--- config.mk ---
export PLATFORM = sky130hd
export DESIGN_NAME = quote_order_gen
export DESIGN_NICKNAME = d
export VERILOG_FILES = /design/src/rtl/trading_pkg.sv /design/src/rtl/quote_order_gen_sync_fifo.sv /design/src/rtl/quote_order_gen.sv
export SDC_FILE = /design/constraint.sdc
export NUM_CORES = 1
export LEC_CHECK = 0
export CORE_MARGIN = 4
export CORE_UTILIZATION = 51
export DETAILED_ROUTE_END_ITERATION = 6
export PLACE_DENSITY = 0.71
export SYNTH_ARGS = -nofsm -noshare
export SYNTH_HDL_FRONTEND = slang
export SYNTH_HIERARCHICAL = 1
export SYNTH_SLANG_ARGS = --single-unit
--- constraint.sdc ---
create_clock -name i_clk -period 14.33 [get_ports i_clk]
set_clock_uncertainty 0.15 [all_clocks]
set_input_delay 2.866 -clock i_clk [delete_from_list [all_inputs] [get_ports i_clk]]
set_output_delay 2.866 -clock i_clk [all_outputs]
set_load 0.03 [all_outputs]
--- src/rtl/trading_pkg.sv ---
// trading_pkg: shared quote/order types and the per-side change filter
package trading_pkg;
  localparam int TP_DATA_W     = 32;
  localparam int TP_NUM_STOCKS = 4;
  localparam int TP_STOCK_W    = $clog2(TP_NUM_STOCKS);
  typedef enum logic {SIDE_BUY = 1'b0, SIDE_SELL = 1'b1} order_side_e;
  typedef enum logic [1:0] {IDLE, BUY, SELL} ogen_state_e;
  typedef struct packed {
    logic [TP_STOCK_W-1:0] stock_id;
    logic [TP_DATA_W-1:0]  buy;
    logic [TP_DATA_W-1:0]  sell;
    logic                  need_buy;
    logic                  need_sell;
  } quote_entry_t;
  // A side is re-sent when it carries a price and moved at least min_delta from the last enqueued one;
  // the extra bit keeps the difference from wrapping.
  function automatic logic side_needed(input logic [TP_DATA_W-1:0] price, input logic [TP_DATA_W-1:0] last,
                                       input logic last_valid, input logic [TP_DATA_W:0] min_delta);
    logic [TP_DATA_W:0] p, l, d;
    p = {1'b0, price};
    l = {1'b0, last};
    d = (p >= l) ? p - l : l - p;
    return (price != '0) && (!last_valid || d >= min_delta);
  endfunction
endpackage

--- src/rtl/quote_order_gen_sync_fifo.sv ---
// sync_fifo: first-word-fall-through FIFO with occupancy count and async reset
module sync_fifo #(
  parameter int WIDTH = 8,
  parameter int DEPTH = 8
) (
  input  logic                   clk_i,
  input  logic                   rst_i,
  input  logic                   push_i,
  input  logic [WIDTH-1:0]       din_i,
  input  logic                   pop_i,
  output logic [WIDTH-1:0]       dout_o,
  output logic                   full_o,
  output logic                   empty_o,
  output logic [$clog2(DEPTH):0] count_o
);
  localparam int AW = $clog2(DEPTH);
  logic [WIDTH-1:0] mem_q [DEPTH];
  logic [AW-1:0] wr_q, rd_q;
  logic [AW:0] cnt_q;
  logic do_push, do_pop;
  assign full_o  = cnt_q == (AW+1)'(DEPTH);
  assign empty_o = cnt_q == '0;
  assign count_o = cnt_q;
  assign dout_o  = mem_q[rd_q];
  assign do_push = push_i && !full_o;
  assign do_pop  = pop_i && !empty_o;
  // storage is written only, never reset
  always_ff @(posedge clk_i)
    if (do_push) mem_q[wr_q] <= din_i;
  // pointers wrap naturally because DEPTH is a power of two
  always_ff @(posedge clk_i or posedge rst_i)
    if (rst_i) begin
      wr_q  <= '0;
      rd_q  <= '0;
      cnt_q <= '0;
    end else begin
      if (do_push) wr_q <= wr_q + 1'b1;
      if (do_pop) rd_q <= rd_q + 1'b1;
      cnt_q <= cnt_q + (AW+1)'(do_push) - (AW+1)'(do_pop);
    end
endmodule

--- src/rtl/quote_order_gen.sv ---
// quote_order_gen: filters per-stock quote changes, buffers them and serialises single-side orders
module quote_order_gen
  import trading_pkg::*;
#(
  parameter int DATA_WIDTH = TP_DATA_W,
  parameter int NUM_STOCKS = TP_NUM_STOCKS,
  parameter int FIFO_DEPTH = 8,
  parameter int MIN_DELTA  = 1,
  parameter int CNT_WIDTH  = 16
) (
  input  logic                          i_clk,
  input  logic                          i_reset,
  input  logic [DATA_WIDTH-1:0]         i_buy_price,
  input  logic [DATA_WIDTH-1:0]         i_sell_price,
  input  logic                          i_data_valid,
  input  logic [$clog2(NUM_STOCKS)-1:0] i_stock_id,
  output logic                          o_order_valid,
  input  logic                          i_order_ready,
  output logic                          o_order_side,
  output logic [$clog2(NUM_STOCKS)-1:0] o_order_stock_id,
  output logic [DATA_WIDTH-1:0]         o_order_price,
  output logic [$clog2(FIFO_DEPTH):0]   o_fifo_count,
  output logic [CNT_WIDTH-1:0]          o_drop_count
);
  logic [DATA_WIDTH-1:0] tbl_buy_q [NUM_STOCKS];
  logic [DATA_WIDTH-1:0] tbl_sell_q [NUM_STOCKS];
  logic [NUM_STOCKS-1:0] tbl_valid_q;
  logic need_buy, need_sell, take, push, drop, pop, fifo_full, fifo_empty;
  quote_entry_t in_entry, head;
  ogen_state_e state_q;
  order_side_e side_q;
  logic valid_q;
  logic [$clog2(NUM_STOCKS)-1:0] stock_q;
  logic [DATA_WIDTH-1:0] price_q;
  logic [CNT_WIDTH-1:0] drop_q, drop_d;
  assign need_buy  = side_needed(i_buy_price, tbl_buy_q[i_stock_id], tbl_valid_q[i_stock_id],
                                 (DATA_WIDTH+1)'(MIN_DELTA));
  assign need_sell = side_needed(i_sell_price, tbl_sell_q[i_stock_id], tbl_valid_q[i_stock_id],
                                 (DATA_WIDTH+1)'(MIN_DELTA));
  assign take = i_data_valid && (need_buy || need_sell);
  assign push = take && !fifo_full;
  assign drop = take && fifo_full;
  assign pop  = valid_q && i_order_ready && (state_q == SELL || (state_q == BUY && !head.need_sell));
  assign drop_d = (drop && drop_q != '1) ? drop_q + 1'b1 : drop_q;
  // assemble the FIFO word for the incoming quote
  always_comb begin
    in_entry.stock_id  = i_stock_id;
    in_entry.buy       = i_buy_price;
    in_entry.sell      = i_sell_price;
    in_entry.need_buy  = need_buy;
    in_entry.need_sell = need_sell;
  end
  sync_fifo #(.WIDTH($bits(quote_entry_t)), .DEPTH(FIFO_DEPTH)) u_fifo (
    .clk_i   (i_clk),
    .rst_i   (i_reset),
    .push_i  (push),
    .din_i   (in_entry),
    .pop_i   (pop),
    .dout_o  (head),
    .full_o  (fifo_full),
    .empty_o (fifo_empty),
    .count_o (o_fifo_count)
  );
  // remember the last enqueued price per side so later quotes filter against it
  always_ff @(posedge i_clk or posedge i_reset)
    if (i_reset) begin
      tbl_valid_q <= '0;
      for (int i = 0; i < NUM_STOCKS; i++) begin
        tbl_buy_q[i]  <= '0;
        tbl_sell_q[i] <= '0;
      end
    end else if (push) begin
      tbl_valid_q[i_stock_id] <= 1'b1;
      if (need_buy) tbl_buy_q[i_stock_id] <= i_buy_price;
      if (need_sell) tbl_sell_q[i_stock_id] <= i_sell_price;
    end
  // count quotes lost to a full FIFO, saturating
  always_ff @(posedge i_clk or posedge i_reset)
    if (i_reset) drop_q <= '0;
    else drop_q <= drop_d;
  // order serialiser: buy then sell per entry, outputs held until handshake
  always_ff @(posedge i_clk or posedge i_reset)
    if (i_reset) begin
      state_q <= IDLE;
      valid_q <= 1'b0;
      side_q  <= SIDE_BUY;
      stock_q <= '0;
      price_q <= '0;
    end else begin
      case (state_q)
        IDLE: if (!fifo_empty) begin
          valid_q <= 1'b1;
          stock_q <= head.stock_id;
          state_q <= head.need_buy ? BUY : SELL;
          side_q  <= head.need_buy ? SIDE_BUY : SIDE_SELL;
          price_q <= head.need_buy ? head.buy : head.sell;
        end
        BUY: if (i_order_ready) begin
          if (head.need_sell) begin
            state_q <= SELL;
            side_q  <= SIDE_SELL;
            price_q <= head.sell;
          end else begin
            state_q <= IDLE;
            valid_q <= 1'b0;
          end
        end
        SELL: if (i_order_ready) begin
          state_q <= IDLE;
          valid_q <= 1'b0;
        end
        default: state_q <= IDLE;
      endcase
    end
  assign o_order_valid    = valid_q;
  assign o_order_side     = side_q;
  assign o_order_stock_id = stock_q;
  assign o_order_price    = price_q;
  assign o_drop_count     = drop_q;
endmodule

# Yosys cells after proc, flatten, opt, wreduce, memory -nomap -nowiden
# Memory sizes are Yosys's and may differ from the RTL's.
# Index checks and enable logic that the tools add are counted.
dict set report word_totals {
  reg_bits 324
  mem_bits_rw 544
  input_bits 70
  output_inout_bits 56
  word_cells 120
  memories 1
}
# memory words word_bits rd rd_clocked_by_memory_dff write_ports line
set memory_table {}
lappend memory_table {u_fifo.mem_q 8 68 1 0 1 quote_order_gen_sync_fifo.sv:17} ;# logic [WIDTH-1:0] mem_q [DEPTH];
dict set report classes {
  add_sub_neg 9
  magnitude_cmp 8
  n_eq_ne 9
  n_mux 39
  bitwise_logic 3
  n_reduce_logical 33
}
# op count
set ops {}
lappend ops {{2-to-1 mux 32 bit} 9}
lappend ops {{bitwise mux 128 bit} 2}
lappend ops {{subtractor 32 x 32 -> 33 bit} 4}
lappend ops {{binary-select mux 32 bit (select 2 bit)} 2}
lappend ops {{greater-or-equal comparator 33 x 1 -> 1 bit (second input constant)} 2}
lappend ops {{2-to-1 mux 33 bit} 2}
lappend ops {{demux 32 bit (select 2 bit)} 1}
lappend ops {{greater-or-equal comparator 32 bit} 2}
lappend ops {{case mux 32 bit (2 select lines)} 1}
lappend ops {{nonzero test 32 bit} 2}
lappend ops {{adder 16 x 1 -> 16 bit (second input constant)} 1}
lappend ops {{!= test 16 bit (second input constant)} 1}
lappend ops {{logical AND 1 bit} 13}
lappend ops {{2-to-1 mux 1 bit} 12}
lappend ops {{2-to-1 mux 2 bit} 5}
lappend ops {{!= test 2 bit (second input constant)} 5}
lappend ops {{adder 3 x 1 -> 3 bit (second input constant)} 2}
lappend ops {{case mux 2 bit (3 select lines)} 1}
lappend ops {{AND reduction 2 bit} 3}
lappend ops {{AND reduction 5 bit} 1}
lappend ops {{adder 4 x 1 -> 4 bit} 1}
lappend ops {{== test 4 bit (second input constant)} 1}
lappend ops {{logical NOT 1 bit} 4}
lappend ops {{logical NOT 4 bit} 1}
lappend ops {{20 further kinds} 23}

# Logic depth before layout (Yosys ltp)
# Gate-level depths: netlist of run 1.
dict set report depth {
  ltp_word 15
  mapped_depth 29
  ltp_nobuf 24
}

# Modules after synthesis
# Netlist of run 1, hierarchy kept.
# mod instances cells_each area_per_inst_um2 seq_area_each_um2
set by_module_without_submodules {}
lappend by_module_without_submodules {quote_order_gen 1 2116 22196.3 7857.5}
lappend by_module_without_submodules {sync_fifo 1 845 21007.6 16585.9}

# Least setup slack after synthesis of run 1
# OpenSTA, ideal clock, no wires.
dict set report synth_timing {
  kind {input to register}
  from {in i_stock_id[0]}
  to {mem u_fifo/mem_q[1][0] (netlist bit) (enable)}
  setup_time_ps 578
  t_arrival_ps 12807
  required_ps 13602
  slack_ps 795
  stages 23
  path_buffers 7
  path_cell_list {clkbuf_1 buf_2 buf_1 mux4_2 ha_1 clkbuf_1 nand4_1 or4_1 or4_1 o211ai_2 a31o_1 buf_4 buf_6 mux2i_1 xnor2_1 nor4_1 and4_1 a41oi_2 buf_6 or2_1 and2_1 nand3_1 nor3_1}
}
dict set report synth_via {
  elab_chain_len 15
  word_cells_on_any_way 30
  classes_between {4 x add/sub; 4 x order compare; 12 x mux; 1 x bitwise; 9 x reduce/logical}
}
# element line
set synth_lines {}
lappend synth_lines {{from (decl)} quote_order_gen.sv:16} ;# input logic [$clog2(NUM_STOCKS)-1:0] i_stock_id,
lappend synth_lines {{NOT 2 -> 3 bit (not written as such)} {quote_order_gen.sv:36, quote_order_gen.sv:38}}
lappend synth_lines {{binary-select mux 32 bit (select 2 bit) (on tied branches)} {quote_order_gen.sv:36, quote_order_gen.sv:38}}
lappend synth_lines {{2-to-1 mux 32 bit (on tied branches) (2 in a row)} {quote_order_gen.sv:36, quote_order_gen.sv:38}}
lappend synth_lines {{subtractor 32 x 32 -> 33 bit / greater-or-equal comparator 32 bit (equally long branches)} trading_pkg.sv:22} ;# d = (p >= l) ? p - l : l - p;
lappend synth_lines {{2-to-1 mux 33 bit} trading_pkg.sv:22}
lappend synth_lines {{greater-or-equal comparator 33 x 1 -> 1 bit} trading_pkg.sv:23} ;# return (price != '0) && (!last_valid || d >= min_delta);
lappend synth_lines {{logical OR 1 bit} trading_pkg.sv:23}
lappend synth_lines {{logical AND 1 bit} trading_pkg.sv:23}
lappend synth_lines {{logical OR 1 bit (*)} quote_order_gen.sv:40} ;# assign take = i_data_valid && (need_buy || need_sell);
lappend synth_lines {{logical AND 1 bit (*)} quote_order_gen.sv:40}
lappend synth_lines {{logical AND 1 bit (*)} quote_order_gen.sv:41} ;# assign push = take && !fifo_full;
lappend synth_lines {{named net push} quote_order_gen.sv:28} ;# logic need_buy, need_sell, take, push, drop, pop, fifo_full, fifo_empty;
lappend synth_lines {{logical AND 1 bit (*)} quote_order_gen_sync_fifo.sv:25} ;# assign do_push = push_i && !full_o;
lappend synth_lines {{2-to-1 mux 1 bit (*)} quote_order_gen_sync_fifo.sv:29} ;# if (do_push) mem_q[wr_q] <= din_i;
lappend synth_lines {{2-to-1 mux 1 bit (not written as such) (*)} quote_order_gen_sync_fifo.sv:29}
lappend synth_lines {{to (decl)} quote_order_gen_sync_fifo.sv:17}
# The timed path passes the listed nets; every way through them passes the cells marked *. The select of a mux whose other input is x is not followed.

# Final worst setup path of run 1
dict set report layout_timing {
  from {in i_stock_id[1]}
  to {mem u_fifo/mem_q[4][14] (netlist bit) (enable)}
}
# The elaborated chain is that of the path after synthesis.

==> metrics.txt, run 1 <==
Resized Gates After CTS=0; Vias=26300; Post-synth ARST share=between 30% and 40%; Clock Sinks=868; CTS max path bufs=3; drt pass-1 iters=5; max_cap viols=0; Slew @ Worst Pin=1.19 ns; status=finished clean; FF+latch count, synth=~870; Yosys cell types=between 80 and 90; CTS Buf Count=87; top cells by count, synth=edfxtp_1, dfrtp_1, mux4_2; GPL Wtd Cong=0.942; register clock-pin slew on the reported worst setup and hold paths=0.06 ns; row cnt=about 110; Data arrival, critical path=10.84 ns; largest net degree at the start of global routing=120; first-pass GRT wire length=172 mm; placed cell count=4128; Main synth FF type=edfxtp_1; CP max FO=between 40 and 50; total power=9.68 mW; CP Data Required Time=around 14 ns; post-synth top area share=37.8%; initial core utilization=51.5%; initial antenna violation count=8; warnings from Yosys=6; post-synth net total=about 3200; IO Pins=126; Peak VDD IR=0.196 mV; Mean Syn Cell Area=roughly 15 um^2; nets=3299; Max-slew headroom=20.7%; Fillers=approximately 6500; EDFF count, synth=about 540; initial DRC count=2392; RSZ-0062 raised after global routing=no; Clk Latency, worst-skew pair=0.65 ns; Total Routed Length=approximately 110 mm; Post-Layout Inst Area=48500 um^2; drt drc=0; WL per Instance=26.2 um; fmax=93.1 MHz; Lkg Pwr=18.4 nW; Root Driver=clkbuf_16; Die Span Y=299 um; Detail Route Antenna Nets=0; PwrDens=200 nW/um^2; top-count cell post-synth=edfxtp_1; crit path from=i_stock_id[1]; final std cells w/o fill=4291; post-route clock period utilization=74.9%; Setup-failing EPs final=0; Final HPWL DP=76.4 mm; Hold Crit Class=register to register; Overall Global Routing Usage=approximately 25%; hold path start=tbl_valid_q[1]; vias in the first global route=about 27000; total grt overflow=0; Post-Synthesis Cells=around 3000; port bufs=125; Die X=299 um; Placed Area=approximately 46000 um^2; Mapped Area=43200 um^2; Final Hold Vio Count=0; Startpoint Class=input pin; hold_buf cts=0; htree depth=3; ranking of synthesized cells by area=edfxtp_1, dfrtp_1, mux4_2; Die ar.=approximately 89000 um^2; Yosys top cell by area=edfxtp_1; Final Max Tran Viols=0; Crit. End Element=register; Final min period=10.74 ns; core area=approximately 84000 um^2; TNS Setup=0 ns; FF-to-FF Start=tbl_buy_q[13]; layout cell share with drive strength beyond 1=20.7%; TritonCTS clock tree=yes; Seq/Total Area, Yosys=a little under three fifths; Area growth syn-to-layout=12.2%; Setup Buffers After CTS=0; drt via density=about 6.1; WS Path Type=input pin to register
final cells by class:
class	count	area (um^2)	share of cell area, %
antenna	3	7.51	0.0155
clock buffer	117	2410	4.97
clock inverter	43	453	0.934
timing repair buffer	195	1780	3.68
multi-input combinational	1759	17300	35.7
inverter	172	653	1.35
tap	1134	1420	2.93
sequential	868	24500	50.4
through the flow:
stage,hold WS (ns),setup slack (ns),util (%)
floorplan,0.281,0.795,-
global route,0.340,3.05,57.8
global placement,0.293,3.05,54.4
CTS,0.318,3.50,57.8
finish,0.317,3.59,57.8
detailed placement,0.304,2.84,54.4
worst max-delay path: stages:
cell and delay [ns]:
buf_4 0.57, buf_4 0.52, mux4_2 0.41, ha_1 0.59
nand4_1 0.22, or4_1 0.54, or4_1 0.59, o211ai_2 0.10
a31o_1 0.60, mux2i_1 0.29, xnor2_1 0.17, nor4_1 0.08
and4_1 0.23, a41oi_2 0.22, buf_4 0.40, or2_1 0.23
and2_1 0.27, nand3b_1 0.35, nor2_4 0.70, buf_4 0.72
path summary, 6_finish.rpt:
path                                       end  slack, ns  cells after the start
hold reg to reg                 tbl_valid_q[1]       0.32                      1
min in group asynchronous    u_fifo/count_o[1]       2.56                      2
hold / removal                  tbl_valid_q[1]       0.32                      1
setup reg to reg           u_fifo/mem_q[4][14]       6.48                     18
max in group asynchronous        tbl_buy_q[39]       9.03                      4
setup / recovery           u_fifo/mem_q[4][14]       3.59                     20
metal layers:
| layer | global-route usage (%) | vias up | part of all wire, % |
|---|---|---|---|
| met3 | 3.97 | 144 | 6.6 |
| met4 | 5.94 | 4 | 2.0 |
| li1 | - | 11600 | - |
| met2 | 40.0 | 982 | 47 |
| met5 | 0 | - | 0.028 |
| met1 | 36.8 | 13600 | 44 |
layout by cell type (no fill, tap or decap), types with 9 or more instances in the layout:
| master | netlist | layout |
|---|---|---|
| a211oi_1 | 9 | 9 |
| a21o_1 | 34 | 34 |
| a21oi_1 | 165 | 165 |
| a31oi_1 | 12 | 12 |
| and2_1 | 11 | 11 |
| and3_1 | 15 | 13 |
| and4_1 | 12 | 12 |
| buf_4 | 9 | 71 |
| clkbuf_1 | 71 | 19 |
| clkbuf_16 | 0 | 88 |
| clkbuf_8 | 0 | 10 |
| clkdlybuf4s50_1 | 0 | 123 |
| clkinv_2 | 0 | 15 |
| dfrtp_1 | 324 | 321 |
| edfxtp_1 | 544 | 544 |
| ha_1 | 141 | 141 |
| inv_1 | 172 | 171 |
| mux2_1 | 129 | 129 |
| mux2_2 | 85 | 85 |
| mux2_4 | 115 | 115 |
| mux2i_1 | 53 | 53 |
| mux4_2 | 201 | 201 |
| nand2_1 | 136 | 135 |
| nand3_1 | 25 | 25 |
| nand4_1 | 44 | 44 |
| nor2_1 | 77 | 71 |
| nor2b_1 | 10 | 9 |
| nor3_1 | 30 | 28 |
| nor4_1 | 27 | 27 |
| o211ai_1 | 12 | 12 |
| o21a_1 | 19 | 19 |
| o21ai_0 | 140 | 139 |
| o21ai_1 | 10 | 11 |
| o21bai_1 | 19 | 19 |
| xnor2_1 | 62 | 62 |
| xor2_1 | 25 | 25 |
flip-flops by register name (all words and copies together) (netlist names):
signal	flops
u_fifo/wr_q	3
tbl_sell_q	128
u_fifo/rd_q	3
o_order_side	1
o_drop_count	16
o_order_stock_id	2
u_fifo/count_o	4
o_order_valid	1
state_q	2
tbl_buy_q	128
o_order_price	32
u_fifo/mem_q	544
tbl_valid_q	4
kinds of logic after synthesis:
group                      Yosys count  share of synthesized area [%]
adders and majority gates          146                           4.32
buffers and inverters              334                           3.55
AOI/OAI and AO/OA                  509                           7.36
and+or+nand+nor                    434                           5.15
muxes                              583                           21.3
xor gates and xnor gates            87                           1.76
DFF                                868                           56.6
report_power, final:
part / internal [mW] / switching [mW]
clock network: 1.27 / 0.978
registers: 3.23 / 0.264
logic: 1.69 / 2.24
Power figures use the tool's default switching activity.
==> run 2: changes to the inputs <==
==> constraint.sdc (replaced) <==
create_clock -name i_clk -period 11.15 [get_ports i_clk]
set_clock_uncertainty 0.15 [all_clocks]
set_input_delay 2.23 -clock i_clk [delete_from_list [all_inputs] [get_ports i_clk]]
set_output_delay 2.23 -clock i_clk [all_outputs]
set_load 0.03 [all_outputs]
==> run 2 against run 1 <==
  * Sequential power increased by 30%
  * Total power increased by 30%
  * Clock power increased by 31%
  * Highest routed layer unchanged
  * Utilization increased by 0.084 points
  * Sequential cell count unchanged
  * Combinational power increased by 28%
  * Sequential share of layout area decreased by 0.073 points
==> metrics.txt, run 2 (synthesis results as in run 1) <==
core area=around 84000 um^2; CTS Buf Count=89; Largest register FFs=between 500 and 600; RSZ-0062 raised after global routing=no; Max-slew headroom=29.4%; hold_buf cts=0; Clk Latency, worst-skew pair=approximately 0.65 ns; Final HPWL DP=approximately 80 mm; WL per Instance=26.7 um; PwrDens=258 nW/um^2; Detail Route Antenna Nets=0; CP max FO=34; vias in the first global route=27000; TritonCTS clock tree=yes; Data arrival, critical path=9.49 ns; GPL Wtd Cong=0.945; most common cell after layout, fill and taps aside=edfxtp_1; most frequent cells in the layout=edfxtp_1, dfrtp_1, mux4_2, inv_1, a21oi_1; WHS Path Cells=1; hold path start=tbl_valid_q[3]; IO Pins=126; worst setup margin=2.06 ns; drt pass-1 iters=5; Crit. End Element=register; Hold Crit Class=register to register; Vias=26400; row cnt=~110; status=finished clean; Setup Buffers After CTS=0; Reg2Reg Setup Slack=4.10 ns; drt drc=0; R2R depth=17; port bufs=125; drt via density=6.17; Die ar.=89400 um^2; Total Routed Length=between 100 and 150 mm; initial antenna violation count=6; CTS max path bufs=3; WS Path Type=input pin to register; Die Span Y=approximately 300 um; Resized Gates After CTS=0; Peak VDD IR=0.168 mV; combinational share of power=40.2%; RR Endpoint=u_fifo/mem_q[6][44]; WHS Endpoint=tbl_valid_q[3]; Place WS=1.46 ns; total power=about 13 mW; Lkg Pwr=between 15 and 20 nW; htree depth=3; Clock Sinks=about 870; FF-to-FF Start=tbl_buy_q[13]; internal cell power=8.03 mW; Overall Global Routing Usage=between 20% and 30%; Regs by FF count=u_fifo/mem_q x544, tbl_buy_q x128, tbl_sell_q x128; initial core utilization=51.5%; Biggest register=u_fifo/mem_q; CP Data Required Time=11.55 ns; post-route clock period utilization=81.5%; largest net degree at the start of global routing=165; sw frac=36.0%; Final Hold Vio Count=0; max_cap viols=0; total grt overflow=0; Area growth syn-to-layout=12.4%; Die X=299 um; Final Max Tran Viols=0; nets=3294; Reg power frac=36.2%; fmax=110 MHz; TNS Setup=0 ns; first-pass GRT wire length=174 mm; register clock-pin slew on the reported worst setup and hold paths=approximately 0.06 ns; Root Driver=clkbuf_16; initial DRC count=2273; Final min period=approximately 9.1 ns; Clock power frac=23.5%; Fillers=~6500; Startpoint Class=input pin; sw power=4.51 mW; Slew @ Worst Pin=1.06 ns; Setup-failing EPs final=0; layout cell share with drive strength beyond 1=20.3%
==> run 2: power groups by stage <==
| stage | Sequential (mW) | Combinational [mW] | Clock (mW) |
|---|---|---|---|
| after floorplan | 4.57 | 3.49 | 0 |
| after global placement | 4.54 | 4.98 | 0 |
| after detailed placement | 4.60 | 5.02 | 0 |
| after CTS | 4.54 | 5.05 | 3.02 |
| after global routing | 4.61 | 5.44 | 3.15 |
| final | 4.54 | 5.05 | 2.95 |
==> run 2: layout make-up <==
type	count	area, um^2	area share (%)
antenna	1	2.50	0.00515
clock buffer	121	2440	5.02
clock inverter	44	490	1.01
inverter	172	653	1.35
multi-input combinational	1759	17300	35.7
sequential	868	24500	50.4
tap	1134	1420	2.92
timing repair buffer	188	1780	3.67
==> run 2: per-layer routing <==
| metal | wire length, um | vias to the layer above | part of all wire (%) | GRT usage, % |
|---|---|---|---|---|
| met1 | 49900 | 13800 | 44 | 37.3 |
| met2 | 54300 | 968 | 47 | 41.2 |
| met3 | 7680 | 152 | 6.7 | 4.17 |
| met5 | 13 | - | 0.011 | 0 |
| li1 | - | 11500 | - | - |
| met4 | 2520 | 2 | 2.2 | 6.05 |
==> run 2: metrics by stage <==
stage / utilization [%] / instance area (um^2) / std cells / hold WS (ns)
finish: 57.9 / 48600 / 4287 / 0.321
global route: 57.9 / 48600 / 4286 / 0.344
CTS: 57.9 / 48600 / 4286 / 0.320
detailed placement: 54.4 / 45600 / 4121 / 0.306
global placement: 54.4 / 45600 / 4121 / 0.298
floorplan: - / 43200 / 2961 / 0.281
==> run 2: worst max-delay path, stage by stage <==
cell and delay (ns):
buf_4 0.55, buf_12 0.29, mux4_2 0.54, ha_1 0.54
a21oi_1 0.12, o21ai_0 0.69, nor3b_1 0.39, a211oi_1 0.13
o21a_1 0.49, a2111oi_2 0.33, o211ai_1 0.13, a2bb2oi_1 0.15
nor4_1 0.64, a41oi_2 0.23, or2_1 0.34, and2_1 0.28
nand2_1 0.17, ha_1 0.25, inv_1 0.06, ha_1 0.16
inv_1 0.06, fa_1 0.40, xnor2_1 0.19
==> run 2: worst max-delay path by stage <==
stage,start,end,slack [ns],depth (start not counted)
floorplan,i_stock_id[0],u_fifo/mem_q[7][0],0.07,23
global placement,i_stock_id[0],u_fifo/count_o[1],1.66,23
detailed placement,i_stock_id[0],u_fifo/count_o[2],1.46,23
CTS,i_stock_id[0],u_fifo/count_o[2],2.09,23
global route,i_stock_id[0],u_fifo/count_o[2],1.65,23
finish,i_stock_id[0],u_fifo/count_o[2],2.06,23
